**src/rtl/can_frame_tracker.sv**
```systemverilog
// CAN bit-level frame sequencer: removes stuff bits, tracks the current field,
// captures ID/IDE/RTR/DLC and raises the delimiter/EOF flags for form checking.
module can_frame_tracker (
   input  logic        SP,
   input  logic        reset,
   input  logic        RX,
   input  logic        ERR,
   output logic        F_CRC_D,
   output logic        F_ACK_D,
   output logic        F_EOF,
   output logic        STUFF_Error,
   output logic        FRAME_DONE,
   output logic [28:0] ID,
   output logic        IDE,
   output logic        RTR,
   output logic [3:0]  DLC
);
   // state      | meaning
   // S_IDLE     | bus idle, waiting for a dominant SOF
   // S_ID_A     | base identifier, 11 bits
   // S_SRR_RTR  | RTR (base) or SRR (extended)
   // S_IDE      | identifier extension bit
   // S_ID_B     | extended identifier, 18 bits
   // S_RTR_X    | RTR of an extended frame
   // S_R1       | reserved bit r1 (extended only)
   // S_R0       | reserved bit r0
   // S_DLC      | data length code, 4 bits
   // S_DATA     | data field, 8*n bits
   // S_CRC      | CRC sequence, 15 bits (+ trailing stuff bit if due)
   // S_CRC_DEL  | CRC delimiter
   // S_ACK_SLOT | ACK slot
   // S_ACK_DEL  | ACK delimiter
   // S_EOF      | end of frame, 7 bits
   // S_INTER    | intermission, 3 bits
   typedef enum logic [3:0] {
      S_IDLE, S_ID_A, S_SRR_RTR, S_IDE, S_ID_B, S_RTR_X, S_R1, S_R0,
      S_DLC, S_DATA, S_CRC, S_CRC_DEL, S_ACK_SLOT, S_ACK_DEL, S_EOF, S_INTER
   } state_t;

   state_t     state;
   logic [5:0] cnt;
   logic [2:0] run;
   logic       prev_bit;

   logic       in_window;
   logic       stuff_bit;
   logic       violation;
   logic       last_bit;
   logic [2:0] run_next;
   logic [3:0] dlc_next;
   logic [3:0] n_bytes;

   always_comb begin
      in_window = state inside {S_ID_A, S_SRR_RTR, S_IDE, S_ID_B, S_RTR_X,
                                S_R1, S_R0, S_DLC, S_DATA, S_CRC};
      stuff_bit = in_window && (run == 3'd5);
      violation = stuff_bit && (RX == prev_bit);
      last_bit  = (cnt == 6'd1);
      run_next  = (RX == prev_bit) ? run + 3'd1 : 3'd1;
      dlc_next  = {DLC[2:0], RX};
      if (RTR)
         n_bytes = 4'd0;
      else if (dlc_next > 4'd8)
         n_bytes = 4'd8;
      else
         n_bytes = dlc_next;
   end

   assign F_CRC_D = (state == S_CRC_DEL);
   assign F_ACK_D = (state == S_ACK_DEL);
   assign F_EOF   = (state == S_EOF);

   always_ff @(posedge SP) begin
      if (!reset) begin
         state       <= S_IDLE;
         cnt         <= 6'd0;
         run         <= 3'd0;
         prev_bit    <= 1'b0;
         STUFF_Error <= 1'b0;
         FRAME_DONE  <= 1'b0;
         ID          <= 29'd0;
         IDE         <= 1'b0;
         RTR         <= 1'b0;
         DLC         <= 4'd0;
      end else begin
         STUFF_Error <= 1'b0;
         FRAME_DONE  <= 1'b0;
         if (state != S_IDLE && ERR) begin
            state <= S_IDLE;
         end else if (violation) begin
            STUFF_Error <= 1'b1;
            state       <= S_IDLE;
         end else if (stuff_bit) begin
            run      <= 3'd1;
            prev_bit <= RX;
            // cnt==0 in CRC marks a stuff bit owed after the final CRC bit
            if (state == S_CRC && cnt == 6'd0) begin
               state <= S_CRC_DEL;
               cnt   <= 6'd1;
            end
         end else begin
            if (in_window) begin
               run      <= run_next;
               prev_bit <= RX;
            end
            if (state != S_IDLE)
               cnt <= cnt - 6'd1;
            case (state)
               S_IDLE: if (!RX) begin
                  state    <= S_ID_A;
                  cnt      <= 6'd11;
                  ID       <= 29'd0;
                  IDE      <= 1'b0;
                  RTR      <= 1'b0;
                  DLC      <= 4'd0;
                  run      <= 3'd1;
                  prev_bit <= 1'b0;
               end
               S_ID_A: begin
                  ID <= {ID[27:0], RX};
                  if (last_bit) begin state <= S_SRR_RTR; cnt <= 6'd1; end
               end
               S_SRR_RTR: begin
                  RTR <= RX;
                  if (last_bit) begin state <= S_IDE; cnt <= 6'd1; end
               end
               S_IDE: begin
                  IDE <= RX;
                  if (last_bit) begin
                     state <= RX ? S_ID_B : S_R0;
                     cnt   <= RX ? 6'd18 : 6'd1;
                  end
               end
               S_ID_B: begin
                  ID <= {ID[27:0], RX};
                  if (last_bit) begin state <= S_RTR_X; cnt <= 6'd1; end
               end
               S_RTR_X: begin
                  RTR <= RX;
                  if (last_bit) begin state <= S_R1; cnt <= 6'd1; end
               end
               S_R1: if (last_bit) begin state <= S_R0; cnt <= 6'd1; end
               S_R0: if (last_bit) begin state <= S_DLC; cnt <= 6'd4; end
               S_DLC: begin
                  DLC <= dlc_next;
                  if (last_bit) begin
                     if (n_bytes == 4'd0) begin
                        state <= S_CRC;
                        cnt   <= 6'd15;
                     end else begin
                        // eight bytes loads 0, which wraps to give 64 bits
                        state <= S_DATA;
                        cnt   <= {n_bytes[2:0], 3'b000};
                     end
                  end
               end
               S_DATA: if (last_bit) begin state <= S_CRC; cnt <= 6'd15; end
               S_CRC: if (last_bit) begin
                  if (run_next == 3'd5) begin
                     cnt <= 6'd0;
                  end else begin
                     state <= S_CRC_DEL;
                     cnt   <= 6'd1;
                  end
               end
               S_CRC_DEL:  if (last_bit) begin state <= S_ACK_SLOT; cnt <= 6'd1; end
               S_ACK_SLOT: if (last_bit) begin state <= S_ACK_DEL; cnt <= 6'd1; end
               S_ACK_DEL:  if (last_bit) begin state <= S_EOF; cnt <= 6'd7; end
               S_EOF: if (last_bit) begin
                  state      <= S_INTER;
                  cnt        <= 6'd3;
                  FRAME_DONE <= 1'b1;
               end
               S_INTER: if (last_bit) state <= S_IDLE;
               default: state <= S_IDLE;
            endcase
         end
      end
   end
endmodule

```
**config.mk**
```make
export PLATFORM = sky130hd
export DESIGN_NAME = can_frame_tracker
export DESIGN_NICKNAME = d
export VERILOG_FILES = /design/src/rtl/can_frame_tracker.sv
export SDC_FILE = /design/constraint.sdc
export NUM_CORES = 1
export LEC_CHECK = 0
export ABC_AREA = 1
export BUFFER_PORTS_ARGS = -buffer_cell sky130_fd_sc_hd__buf_2
export CAP_MARGIN = 5
export CORE_ASPECT_RATIO = 0.7
export CORE_MARGIN = 10
export CORE_UTILIZATION = 40
export CTS_BUF_LIST = sky130_fd_sc_hd__clkbuf_16
export DETAILED_ROUTE_END_ITERATION = 16
export PLACE_DENSITY = 0.6
export RECOVER_POWER = 100
export SKIP_LAST_GASP = 1
export SYNTH_ARGS = -nofsm -noshare
export SYNTH_HDL_FRONTEND = slang
export SYNTH_SLANG_ARGS = --single-unit
export TNS_END_PERCENT = 30
```
**constraint.sdc**
```tcl
create_clock -name SP -period 2.3 [get_ports SP]
set_input_delay 0.46 -clock SP [delete_from_list [all_inputs] [get_ports SP]]
set_output_delay 0.46 -clock SP [all_outputs]
set_load 0.02 [all_outputs]
```
Yosys cells after proc, flatten, opt, wreduce, memory -nomap -nowiden

Cells that the tools add are included.

Word-level logic and storage cells: 140
Register bits after elaboration: 51
Output and inout bits: 40
Bits of input ports: 4

Equal/unequal tests: 38
Magnitude comparators: 1
Multiplexer cells: 58
Reductions and logical operators: 26
Bitwise logic cells: 5
Add/subtract/negate cells: 2

Operator list:

| cell                                                  | count |
|---|---|
| two-way mux 4 bit                                     | 22 |
| two-way mux 6 bit                                     | 13 |
| one-hot mux 4 bit (16 select lines)                   | 1 |
| one-hot mux 29 bit (2 select lines)                   | 1 |
| one-hot mux 6 bit (9 select lines)                    | 1 |
| inequality test 3 bit, second input constant          | 14 |
| equality test 4 bit, second input constant            | 8 |
| two-way mux 29 bit                                    | 1 |
| AND reduction 5 bit                                   | 4 |
| AND reduction 18 bit                                  | 1 |
| equality test 4 x 3 -> 1 bit, second input constant   | 4 |
| two-way mux 3 bit                                     | 5 |
| nonzero test 10 bit                                   | 1 |
| inequality test 3 x 1 -> 1 bit, second input constant | 3 |
| equality test 4 x 2 -> 1 bit, second input constant   | 2 |
| logical NOT 4 bit                                     | 2 |
| two-way mux 1 bit                                     | 8 |
| one-hot mux 4 bit (2 select lines)                    | 1 |
| nonzero test 2 bit                                    | 4 |
| OR reduction 7 bit                                    | 1 |
| equality test 3 bit, second input constant            | 2 |
| equality test 6 x 1 -> 1 bit, second input constant   | 1 |
| logical NOT 6 bit                                     | 1 |
| OR reduction 2 bit                                    | 3 |
| other kinds (17)                                      | 26 |

Depth between registers and ports, before layout

Gate-level depths: netlist of run 1.

Depth after elaboration: 8
Mapped depth: 13

Least setup slack after synthesis of run 1

No wires, ideal clock.

Path type: register to register
Start: register state[3]
End: register ID[13]
Period minus slack after synthesis: 1,658 ps
Setup time: 138 ps
Buffers on the path: 3
Path slack: 642 ps
Stages on the path, launching flop included: 12
Arrival: 1,520 ps
Cells stage by stage: dfxtp_1 > nor2_2 > nand2_2 > buf_6 > nand2_1 > nand2_4 > nor2_8 > o21ai_2 > buf_6 > buf_12 > nand2_2 > a21oi_2

Word-level cells in the longest chain between the ends: 6
Elaborated cells between the ends (all ways): 24

RTL lines:

| what                                                 | line    | RTL |
|---|---|---|
| from (decl)                                          | 40      | `state_t state;` |
| from (signal assigned)                               | 130     | `state <= RX ? S_ID_B : S_R0;` |
| equality test 4 x 1 -> 1 bit (tied with other cells) | 54, 108 |  |
| nonzero test 10 bit                                  | 54      | `in_window = state inside {S_ID_A, S_SRR_RTR, S_IDE, S_ID_B, S_RTR_X,` |
| logical AND 1 bit                                    | 56      | `stuff_bit = in_window && (run == 3'd5);` |
| logical AND 1 bit                                    | 57      | `violation = stuff_bit && (RX == prev_bit);` |
| NOT 1 bit (no line)                                  | --      |  |
| AND reduction 5 bit (no line)                        | --      |  |
| to (signal assigned)                                 | 120     | `ID <= {ID[27:0], RX};` |
| to (signal assigned)                                 | 135     | `ID <= {ID[27:0], RX};` |
| to (decl)                                            | 13      | `output logic [28:0] ID,` |

Parallel ways exist; a longest one is shown, timed or not.
A chain may end at the register's enable or synchronous reset.

Worst setup path in the final report of run 1

Start: register state[0]
End: output port F_ACK_D

Word-level cells in the longest chain between the ends: 1

RTL lines:

| what                | line | RTL |
|---|---|---|
| equality test 4 bit | 70   | `assign F_ACK_D = (state == S_ACK_DEL);` |
| to (decl)           | 9    | `output logic F_ACK_D,` |

Every way passes these cells.

==> impl_metrics.toml, run 1 <==
[detailed_routing]
dr.max_layer_used = "met4"
drc = 0
wirelength_um = 8237
route.met3.wl_um = 743
routed-via-count = 2927
dr.pass1.iters = 5
first_iter_violations = 221
wl_per_cell_um = 14.90
avgViaCountPerCell = 5.293
wl_met2_um = 3265
antenna_left = 0
wl_met1_um = 4157

[yosys]
ys_seq_area_share_pct = 35.16
synth_area_leaders = "dfxtp_1 35%, nand2_1 14%, a21oi_1 7.9%"
synthDistinctLibCells = 40
postSynthCellCount = 416
yosysTopAreaCell = "dfxtp_1"
ys_ff_latch = 51
synth_top_cell_area_share_pct = 35.16
synth.most_common_cell = "nand2_1"
synth_edf_count = 0
synth_flop_cell = "dfxtp_1"
ys_warn_count = 0
synth_area_per_cell_sq_um = 6.981
syn_area_sq_um = 2904
async_flop_share_pct = 0
syn_nets = 425
synth_common_cells = "110 x nand2_1, 51 x dfxtp_1, 46 x a21oi_1"

[finish]
final_layout_size_suffix_gt1_share_pct = 10.46
post-route-util_pct = 47.15
area_growth_pct = 12.24
fin_nets = 467
diodes = 0
nFillCells = 725
final_cell_area_sq_um = 3259

[floorplanning]
dieArea_sq_um = 11120
chipWidth_um = 121.8
placement_rows = 25
start_util_pct = 42.01
pin_count = 44
die_h_um = 91.29
core_sq_um = 6913

[sta]
timing.final.crit_period_ns = 2.074
maxSlewHeadroom_pct = 59.61
slew_violations = 0
fin_crit_sh_pct = 90.17
rsz0062_at_grt = "no"
skew_ns = 0.004221
max_freq_mhz = 482.2
final_hold_viol_count = 0
worst_slew_pin_slew_ns = 0.6058
finalSetupViolations = 0
setup_tns_ns = 0

[outcome]
status = "complete, no violations"

[cts]
cts_resized = 0
insertion_delay_ns = 0.29
clockBufferDepth = 2
h-tree-depth = 2
root_buffer = "clkbuf_16"
cts_tree = "built"
cts_buffers = 5
clkTransAtPathRegs_ns = 0.07
cts_setup_buffers = 0
cts_num_sinks = 51
cts_hold_buffers = 0

[placed_design]
dp_hpwl_um = 6131
post_dp_cell_area_sq_um = 3203
place.gp.congestion = 0.9740
io_buffers = 43

[run]
drv_cap = 0

[min_path]
hold_class = "in -> reg"
whs_path_depth = 3
hold-path-endpoint = "run[1]"
worstHoldStart = "reset"

[setup_path]
cp_data_arrival_time_ns = 1.61
reg2reg_slack_ns = 0.23
start_kind = "flop"
path_class = "reg -> out"
end_kind = "primary output"
critPathBufInv = 3
max_stage_delay_ns = 0.43
crit_fanout = 5
crit_chain = "inv_1, nor2_1, nand2_1, inv_1, clkbuf_1"
reg2reg_to = "RTR"
crit_required_ns = 1.84
cp_top_family = "simple AND/OR/NAND/NOR gates"
cp_slowest_cell = "dfxtp_1"
r2r-start = "state[3]"
reg2regPathDepth = 11
cpMostUsedCell = "inv_1"

[power_and_ir_drop]
p_leak_nw = 1.291
powerDensity_nw_per_um2 = 1220
p_total_mw = 3.977
vdd_drop_max_v = 0.0005035

[global_route]
grt_pass1_wl_um = 13630
first_global_vias = 2623
grt_max_degree = 43
antenna_found_initial = 0
grt.overflow.total = 0
grt_usage_pct = 14.62
sequential cells by signal, indices dropped and copies added (netlist names):
| signal | cells |
|---|---|
| cnt | 6 |
| RTR | 1 |
| DLC | 4 |
| run | 3 |
| state | 4 |
| ID | 29 |
| prev_bit | 1 |
| IDE | 1 |
| FRAME_DONE | 1 |
| STUFF_Error | 1 |
tightest hold or removal path: stages:
cell and delay, ns:
buf_2 0.13, o21ai_0 0.07, nor2_1 0.04
kinds of logic after synthesis:
logic type / count (synthesis) / share of synthesized area [%]
adder cells (fa/ha/maj): 5 / 2.154
buffers and inverters: 49 / 8.230
flip-flops: 51 / 35.16
AO/OA/AOI/OAI: 86 / 17.10
XOR/XNOR: 7 / 2.111
AND/OR/NAND/NOR: 218 / 35.24
final cells by class:
type	count	area, sq um	share of cell area [%]
inverters	34	140.1	4.299
well taps	94	117.6	3.608
clock inverters	3	16.27	0.4990
clock buffers	5	125.1	3.839
repair buffers	50	230.2	7.063
flip-flops and latches	51	1021	31.32
multi-input cells	316	1609	49.37
routing by layer:
metal | GRT usage, % | vias up
met3 | 4.205 | 9
met5 | 0 | -
met4 | 3.366 | 0
met2 | 18.69 | 113
met1 | 22.63 | 1338
li1 | - | 1467
worst max-delay path by stage:
stage                     startpoint  endpoint  slack, ns  depth (start not counted)
after floorplan             state[3]    ID[13]       0.64                         11
after global placement      state[1]    ID[23]       0.36                         11
after global routing          cnt[3]    cnt[2]       0.05                         10
after CTS                   state[1]    ID[26]       0.24                         11
after detailed placement    state[1]    ID[26]       0.24                         11
final                       state[0]   F_ACK_D       0.23                          5
cells in the final DEF, fill, tap and decap left out, types with 2 or more instances in the layout:
cell type  count
nor2_4         2
inv_1         31
o21ai_1        2
nand3_1       42
clkbuf_16      5
o21ai_0       18
a21oi_2        5
ha_1           5
dfxtp_1       51
a21oi_1       52
nor2_2         2
xnor2_1        3
nor2_1        27
xor2_1         4
buf_2          3
nand2_1      112
buf_4          5
nand2_4        2
nor3_1         5
a31oi_1        4
clkbuf_1      40
nand3b_1       3
nand2_2       12
nand4_1        6
through the flow:
stage	hold WS (ns)	std cells	worst slack [ns]
6_report	0.4607	553	0.2261
3_5_place_dp	0.4567	545	0.2426
4_1_cts	0.4555	553	0.2359
5_1_grt	0.4690	553	0.04667
2_1_floorplan	0.4707	416	0.6418
3_3_place_gp	0.4536	545	0.3558
power breakdown:
| part | total (mW) | internal (mW) | switching, mW |
|---|---|---|---|
| Sequential | 1.09 | 0.972 | 0.122 |
| Combinational | 2.14 | 0.657 | 1.48 |
| Clock | 0.743 | 0.398 | 0.344 |
Note: power is estimated with default switching activity, not from simulation.
==> run 2, diff against run 1 <==
PLACE_DENSITY = 0.62   (was 0.6)
clock period = 1.9 ns   (was 2.3 ns; I/O delays follow)
==> run 2 against run 1 <==
  * Global-route usage decreased by 0.26 points
  * Routed wire length decreased by 0.34%
  * Clock skew grew 0.0043 ns
  * First-iteration DRC count rose by 20%
  * Worst setup slack got worse by 0.11 ns
  * Core utilization increased by 3.2 points
  * Register-to-register slack got worse by 0.096 ns
  * Count of clock-buffer cells in the layout did not move
  * Flip-flop and latch count did not move
  * Hold slack worse by 0.075 ns
  * Sequential share of layout area decreased by 1.8 points
  * Cell count is 2.9% higher
  * Critical endpoint is now F_EOF
  * Largest cell class unchanged
  * Largest power group unchanged
==> impl_metrics.toml, run 2 (same netlist as run 1, synthesis figures left out) <==
[power_and_ir_drop]
p_total_mw = 5.180
vdd_drop_max_v = 0.0008487
powerDensity_nw_per_um2 = 1487
p_leak_nw = 1.404

[global_route]
use_met1_pct = 21.45
use_met2_pct = 19.99
busiest_layer = "met1"
grt_max_degree = 40
grt_pass1_wl_um = 13590
grt_usage_pct = 14.35
grt.overflow.total = 0
first_global_vias = 2692
antenna_found_initial = 0
use_met3_pct = 4.205

[cts]
cts_buffers = 5
root_buffer = "clkbuf_16"
cts_setup_buffers = 0
insertion_delay_ns = 0.29
h-tree-depth = 2
clkTransAtPathRegs_ns = 0.07
cts_tree = "built"
cts_num_sinks = 51
clockBufferDepth = 2
cts_hold_buffers = 0

[sta]
worst_slew_pin_slew_ns = 0.3146
maxSlewHeadroom_pct = 78.88
finalSetupViolations = 0
slew_violations = 0
fin_ws_ns = 0.1150
setup_tns_ns = 0
skew_ns = 0.008480
rsz0062_at_grt = "yes"
fin_crit_sh_pct = 93.95
final_hold_viol_count = 0
hold_slack_ns = 0.3858
max_freq_mhz = 560.2
timing.final.crit_period_ns = 1.785

[setup_path]
cp_data_arrival_time_ns = 1.40
r2r-start = "state[3]"
end_kind = "primary output"
cp-startpoint = "state[1]"
crit_required_ns = 1.52
path_class = "reg -> out"
reg2reg_slack_ns = 0.13
start_kind = "flop"
crit_fanout = 6

[min_path]
hold_class = "in -> reg"
worstHoldStart = "reset"

[run]
drv_cap = 0

[detailed_routing]
antenna_left = 0
wl_per_cell_um = 14.43
avgViaCountPerCell = 5.199
routed-via-count = 2958
dr.pass1.iters = 5
drc = 0
wirelength_um = 8209
first_iter_violations = 265

[finish]
final_common_cell = "nand2_1"
top_regs = "ID: 29 flops, cnt: 6 flops"
largest_reg_flops = 29
fin_nets = 483
final_cell_mix = "110 x nand2_1, 46 x dfxtp_1, 46 x a21oi_1, 41 x nand3_1, 37 x clkbuf_1"
nFillCells = 698
area_growth_pct = 19.95
top_register = "ID"
fin_cells = 569
final_layout_size_suffix_gt1_share_pct = 17.68
diodes = 0

[floorplanning]
pin_count = 44
die_h_um = 91.29
dieArea_sq_um = 11120
core_sq_um = 6913
start_util_pct = 42.01
chipWidth_um = 121.8
placement_rows = 25

[placed_design]
dp_slack_ns = 0.06866
placed_cells = 561
io_buffers = 43
dp_hpwl_um = 6202
place.gp.congestion = 1.002

[outcome]
status = "complete, no violations"
==> run 2: changes by cell type in the layout (fill, tap and decap cells not counted), moves of 3 or more <==
cell / delta
a21oi_2: +6
dfxtp_1: -5
buf_4: +16
a21oi_1: -6
clkbuf_1: -3
dfxtp_2: +5
buf_2: +3
==> run 2: critical path, stage by stage (launching register included) <==
cell and delay [ns]:
dfxtp_2 0.41, inv_1 0.08, nor2_1 0.21, nand2_1 0.15
inv_1 0.10, buf_2 0.17
==> run 2: stage by stage <==
step	util, %	instance area [sq um]
2_1_floorplan	-	2904
3_3_place_gp	48.25	3336
3_5_place_dp	48.25	3336
4_1_cts	50.73	3507
5_1_grt	50.39	3483
6_report	50.39	3483
==> run 2: layout make-up <==
class	count	area (sq um)	share of cell area [%]
inverter	34	140.1	4.023
tap	94	117.6	3.376
sequential	51	1027	29.49
multi-input combinational	316	1660	47.67
clock buffer	5	125.1	3.592
timing repair buffer	66	366.6	10.52
clock inverter	3	46.29	1.329
==> run 2: final timing paths <==
check,end,cells after the start
worst max-delay path,F_EOF,5
worst min-delay path,cnt[0],3
worst max register to register,DLC[3],10
worst min register to register,ID[28],2
==> run 2: power breakdown <==
part           leakage [nW]  switching (mW)  internal, mW
clock                0.0804           0.401         0.626
sequential            0.415           0.126          1.18
combinational         0.909            1.86         0.980
==> run 2: per-layer routing <==
layer	wire [um]	share of wire [%]
met3	723	8.8
met1	3999	49
met2	3439	42
met5	0	0
met4	47	0.57
==> run 2: repair_timing <==
action	in CTS	in global routing
hold endpoints to repair	0	0
resized for setup	0	8
endpoints found under the setup margin	0	40
